`src/rtl/regfile_sb.sv`:
```
// regfile_sb: MIPS register file with a link write port and a busy scoreboard.
//
// Holds registers 1..2**ADDR_W-1. Register 0 is not stored and always reads as
// zero with a zero busy bit. SP_INDEX resets to SP_INIT and every other
// register resets to zero.
//
// Ports:
//   clk, reset              rising-edge clock, asynchronous active-high reset
//   rd_addr1/2              read indices
//   rd_data1/2              combinational read data
//   rd_busy1/2              busy bit of the addressed register (value before the edge)
//   wr_en/wr_addr/wr_data   general writeback port (port A)
//   link_en/link_data       link port (port B), always writes LINK_INDEX
//   issue_en/issue_addr     marks a destination register as having a pending producer
//   flush                   clears every busy bit
//
// Build option:
//   REGFILE_BYPASS_EN  when defined, a read of a register that is committing
//                      this cycle returns the write data combinationally.
//                      Port A takes priority over port B. Index 0 is never
//                      bypassed, and rd_busy is not affected.

module regfile_sb #(
    parameter int                DATA_W     = 32,
    parameter int                ADDR_W     = 5,
    parameter int                SP_INDEX   = 29,
    parameter logic [DATA_W-1:0] SP_INIT    = 32'h000000fc,
    parameter int                LINK_INDEX = 31
) (
    input  logic              clk,
    input  logic              reset,
    input  logic [ADDR_W-1:0] rd_addr1,
    input  logic [ADDR_W-1:0] rd_addr2,
    output logic [DATA_W-1:0] rd_data1,
    output logic [DATA_W-1:0] rd_data2,
    output logic              rd_busy1,
    output logic              rd_busy2,
    input  logic              wr_en,
    input  logic [ADDR_W-1:0] wr_addr,
    input  logic [DATA_W-1:0] wr_data,
    input  logic              link_en,
    input  logic [DATA_W-1:0] link_data,
    input  logic              issue_en,
    input  logic [ADDR_W-1:0] issue_addr,
    input  logic              flush
);

    localparam int                N_REGS    = 2 ** ADDR_W;
    localparam logic [ADDR_W-1:0] LINK_ADDR = LINK_INDEX[ADDR_W-1:0];

    logic [DATA_W-1:0] regs [1:N_REGS-1];
    logic [N_REGS-1:1] busy;
    logic [N_REGS-1:1] busy_nxt;

    logic commit_a;
    logic commit_b;

    // Port A is dropped only for index 0. Port B yields to port A when both
    // target the link register, because the writeback result is the younger one.
    assign commit_a = wr_en && (wr_addr != '0);
    assign commit_b = link_en && (LINK_ADDR != '0) && !(commit_a && (wr_addr == LINK_ADDR));

    always_ff @(posedge clk or posedge reset) begin
        if (reset) begin
            for (int i = 1; i < N_REGS; i++) begin
                regs[i] <= (i == SP_INDEX) ? SP_INIT : '0;
            end
        end else begin
            if (commit_a) begin
                regs[wr_addr] <= wr_data;
            end
            if (commit_b) begin
                regs[LINK_ADDR] <= link_data;
            end
        end
    end

    // A committing write clears its target's busy bit. An issue applied after
    // that takes priority, because the newly issued producer supersedes the
    // write landing now. The issue also takes priority over flush.
    always_comb begin
        busy_nxt = flush ? '0 : busy;
        if (commit_a) begin
            busy_nxt[wr_addr] = 1'b0;
        end
        if (commit_b) begin
            busy_nxt[LINK_ADDR] = 1'b0;
        end
        if (issue_en && (issue_addr != '0)) begin
            busy_nxt[issue_addr] = 1'b1;
        end
    end

    always_ff @(posedge clk or posedge reset) begin
        if (reset) begin
            busy <= '0;
        end else begin
            busy <= busy_nxt;
        end
    end

    function automatic logic [DATA_W-1:0] read_port(input logic [ADDR_W-1:0] addr);
        logic [DATA_W-1:0] val;
        if (addr == '0) begin
            val = '0;
        end else begin
            val = regs[addr];
`ifdef REGFILE_BYPASS_EN
            if (commit_a && (wr_addr == addr)) begin
                val = wr_data;
            end else if (commit_b && (LINK_ADDR == addr)) begin
                val = link_data;
            end
`endif
        end
        return val;
    endfunction

    assign rd_data1 = read_port(rd_addr1);
    assign rd_data2 = read_port(rd_addr2);
    assign rd_busy1 = (rd_addr1 == '0) ? 1'b0 : busy[rd_addr1];
    assign rd_busy2 = (rd_addr2 == '0) ? 1'b0 : busy[rd_addr2];

endmodule

```
`config.mk`:
```
export PLATFORM = sky130hd
export DESIGN_NAME = regfile_sb
export DESIGN_NICKNAME = d
export VERILOG_FILES = /design/src/rtl/regfile_sb.sv
export SDC_FILE = /design/constraint.sdc
export NUM_CORES = 2
export LEC_CHECK = 0
export ABC_AREA = 1
export CAP_MARGIN = 5
export CORE_MARGIN = 3
export CORE_UTILIZATION = 40
export CTS_CLUSTER_DIAMETER = 100
export CTS_CLUSTER_SIZE = 14
export DETAILED_ROUTE_END_ITERATION = 10
export GPL_ROUTABILITY_DRIVEN = 0
export PLACE_DENSITY = 0.59
export SLEW_MARGIN = 20
export SYNTH_ARGS = -nofsm -noshare
export SYNTH_HDL_FRONTEND = slang
export SYNTH_SLANG_ARGS = --single-unit
```
`constraint.sdc`:
```
create_clock -name clk -period 65 [get_ports clk]
set_input_delay 6.5 -clock clk [delete_from_list [all_inputs] [get_ports clk]]
set_output_delay 6.5 -clock clk [all_outputs]
set_load 0.005 [all_outputs]
```
* After elaboration in Yosys (flattened, before gate mapping)
Index checks and enable logic that the tools add are counted.
Word-level totals: bits in registers 1023, output and inout port bits 66, input port bits 90
Cells by class: multiplexer cells 27, bitwise operators 6, equality and inequality tests 1, reductions and logical operators 13, order comparisons 10
Operators by type and width (count):
- 992-bit bitwise mux | 1
- 32-bit binary-select mux with 5-bit select | 2
- 32-bit two-way mux | 9
- 32-bit demux with 5-bit select | 1
- 31-bit two-way mux | 3
- 31-bit bitwise AND | 1
- 31-bit inverter | 1
- 31-bit OR | 1
- 5-bit by 6-bit less-than comparator with 1-bit output (second input constant) | 4
- 6-bit greater-or-equal comparator (second input constant) | 3
- 5-bit inverter with 6-bit output | 3
- 1-bit binary-select mux with 5-bit select | 2
- 1-bit demux with 5-bit select | 2
- 5-bit by 1-bit greater-or-equal comparator with 1-bit output (second input constant) | 2
- 5-bit zero test | 2
- 5-bit nonzero test | 2
- 1-bit logical AND | 7
- 1-bit two-way mux | 7
- 6-bit by 1-bit less-than comparator with 1-bit output (second input constant) | 1
- 5-bit == test (second input constant) | 1
- 2-bit nonzero test | 1
- 1-bit zero test | 1

* Longest topological paths before layout
depth in word-level cells 10, depth in mapped cells 14, gate-level depth less buffers 11

* Worst setup path before layout
No wires, ideal clock.
path type input to output, start point input port rd_addr2[2], end point output port rd_data2[8], path buffers 3, path slack 50.842 ns, stages 11, arrival time 7.658 ns, cells stage by stage buf_2 -> inv_2 -> nor2_1 -> buf_2 -> buf_1 -> nand2_1 -> nand2_1 -> inv_1 -> nand2_1 -> nand2_1 -> nand2_1
Between the ends: cells in the longest elaborated chain, start to end 5, elaborated cells on any way between the ends 6
RTL lines:
- from (decl) | line 33 | input logic [ADDR_W-1:0] rd_addr2,
- 5-bit inverter with 6-bit output (not written as such) | line 107 | val = regs[addr];
- 32-bit binary-select mux with 5-bit select | line 107
- 32-bit two-way mux (not written as such) (2 in a row) | line 107
- 32-bit two-way mux * | line 104 | if (addr == '0) begin
- to (decl) | line 35 | output logic [DATA_W-1:0] rd_data2,
Mark *: on every way between the ends. The rest lies on a longest branch, timed or not. The select of a mux whose other input is x is not followed.

* Worst setup path after layout
start point input port rd_addr2[2], end point output port rd_data2[15]
The elaborated chain is that of the path after synthesis.

==> flow_metrics.tcl <==
set metrics [dict create \
    die-area_sq_mm 0.154 \
    clockBufferDepth 3 \
    arrival_ns 10.96 \
    clk_pin_slew_ns 0.07 \
    postCtsSetupRepairBufs 0 \
    use_met2 0.505 \
    route.detailed.drc 0 \
    gr-total-overflow 0 \
    avgSynthCellArea_sq_um 6.49 \
    synth_top_area_share 0.425 \
    hold_path.class "reg2reg" \
    synth_adder_area_share 0 \
    cp_max_fo 42 \
    power_density_mw_per_mm2 27.0 \
    gr-usage-met1 0.425 \
    synth_warnings 0 \
    skew_ns 0 \
    setup_ws_ns 47.54 \
    fmax_mhz 57.3 \
    crit_start "rd_addr2[2]" \
    crit_type "in2out" \
    antenna_found_initial 9 \
    startpoint_type "input pin" \
    io_pins 156 \
    synth_edf_count 0 \
    peakVddDrop_mv 0.0191 \
    endpoint_kind "primary output" \
    synth_area_sq_mm 0.0599 \
    wl_per_cell_um 23.4 \
    numPortBuffers 155 \
    ys.flop_type "dfrtp_1" \
    setup_tns_ns 0 \
    rr_startpoint "regs[21]" \
    ys_seq_elements 1023 \
    yosys-top-cells-count "3,979 x nand2_1, 1,224 x nand3_1, 1,017 x dfrtp_1, 1,015 x o21ai_0, 957 x inv_1" \
    ant_nets 0 \
    slew_headroom 0.204 \
    fin_crit_ns 17.46 \
    cts_resized 0 \
    ys_seq_area_frac 0.428 \
    place_hpwl_um 136000 \
    drive_above_1_share 0.0281 \
    cts_sinks 1023 \
    synth_fp_nets 9313 \
    yosysMostFrequentCell "nand2_1" \
    dr.pass1.iters 7 \
    min-delay-start "regs[518]" \
    synth-compound-area-share 0.104 \
    async_flop_share 1.00 \
    timing.final.crit_share 0.269 \
    wirelength_um 252000 \
    cp.required_ns 58.50 \
    hold_viol_final 0 \
    grt_pass1_wl_um 376000 \
    cts_tree "done" \
    die_h_um 393 \
    yosysTopAreaCell "dfrtp_1" \
    drtIter0Drc 8041 \
    use_met3 0.0614 \
    rsz0062_at_grt "false" \
    nFillCells 15500 \
    rows 141 \
    worst_pin_slew_ns 1.19 \
    die_w_um 393 \
    synth_cells 9223 \
    maxCapViolations 0 \
    synth_area_leaders "dfrtp_1 42%, nand2_1 25%, nand3_1 10%" \
    track_usage 0.325 \
    report.final.slew_viol_count 0 \
    leakagePower_nw 32.5 \
    ctsHoldBuffers 0 \
    grt_max_degree 181 \
    grt.busiest_layer "met2" \
    route.vias.total 60500 \
    synthXorXnorAreaFrac 0 \
    grt_pass1_vias 57500 \
    setup_viol_count_final 0 \
    htreeDepth 3 \
    cts_made_buffers 83 \
    post-place-ws_ns 47.56 \
    root_buffer "clkbuf_16" \
    synth-simple-area-share 0.357 \
    core-area_sq_mm 0.148 \
    area_growth_pct 7.24 \
    clock_latency_ns 0.70 \
    start_util 0.404 \
    synth_cell_types 21 \
    synth_top_family_by_area "simple AND/OR/NAND/NOR gates" \
    status "finished clean" \
    layout.nets 8911 \
    yosys-mux-area-fraction 0 \
    avgViaCountPerCell 5.61 \
]
## area by class of cell
type | instances | area, sq um | area share
clock buffers | 110 | 2240 | 0.0349
inverters | 964 | 3660 | 0.0570
diodes | 3 | 7.51 | 0.000117
well taps | 1930 | 2410 | 0.0376
clock inverters | 3 | 33.8 | 0.000526
flip-flops and latches | 1023 | 25600 | 0.399
repair buffers | 243 | 2350 | 0.0366
multi-input cells | 6506 | 27900 | 0.435
## report_power, final
group / leakage, nW / switching (mW) / total [mW] / internal [mW]
clock network: 1.10 / 0.252 / 0.492 / 0.240
logic: 18.2 / 0.267 / 0.407 / 0.139
registers: 13.3 / 0.0852 / 0.836 / 0.750
total: 32.5 / 0.605 / 1.73 / 1.13
## state kept, by name, summed over array words and instances, names as in the netlist
name,count
regs,992
busy,31
## metal layers
| layer | up-vias | share of wire |
|---|---|---|
| li1 | 27800 | - |
| met1 | 28700 | 0.40 |
| met2 | 3204 | 0.44 |
| met3 | 692 | 0.098 |
| met4 | 12 | 0.062 |
| met5 | - | 0.00033 |
## path summary, 6_finish.rpt
kind | end | slack, ns | cells after the start
setup / recovery | rd_data2[15] | 47.54 | 13
hold / removal | regs[518] | 0.49 | 2
setup reg to reg | regs[21] | 64.12 | 2
hold reg to reg | regs[518] | 0.49 | 2
max in group asynchronous | regs[163] | 54.84 | 6
min in group asynchronous | regs[407] | 6.36 | 2
## placed cells by master (no fill, tap or decap), types with 21 or more instances in the layout
cell | netlist | final
o21ai_0 | 1015 | 1015
a21oi_1 | 166 | 166
o211ai_1 | 30 | 30
clkdlybuf4s50_1 | 0 | 145
o21ai_1 | 22 | 22
inv_1 | 957 | 953
nand3_1 | 1224 | 1224
nand2_4 | 0 | 21
dfrtp_1 | 1017 | 1017
clkbuf_16 | 0 | 86
clkbuf_1 | 436 | 24
nand2_1 | 3979 | 3949
nor2_1 | 50 | 43
buf_4 | 0 | 81
## kinds of logic after synthesis
kind of cell | after synthesis
simple gates | 5272
buf+inv | 1694
compound gates | 1234
flops | 1023
## through the flow
step           cell area, sq um  cells  hold WS, ns  power, mW  utilization
5_1_grt                   64200  10800        0.501       1.84        0.433
3_3_place_gp              61900  10700        0.466       1.23        0.418
6_report                  64200  10800        0.487       1.73        0.433
2_1_floorplan             59900   9223        0.453       1.11            -
3_5_place_dp              61900  10700        0.473       1.24        0.418
4_1_cts                   64200  10800        0.490       1.73        0.433
## critical path, cell delays in order
cell and delay [ns]:
buf_4 0.58, buf_4 0.70, clkinv_2 0.19, nor2_4 0.11
buf_4 0.45, buf_4 0.86, nand2_1 0.11, nand2_1 0.09
inv_1 0.04, nand2_1 0.12, nand2_1 0.07, nand2_1 0.32
clkdlybuf4s50_1 0.69
Note: power is estimated with default switching activity, not from simulation.
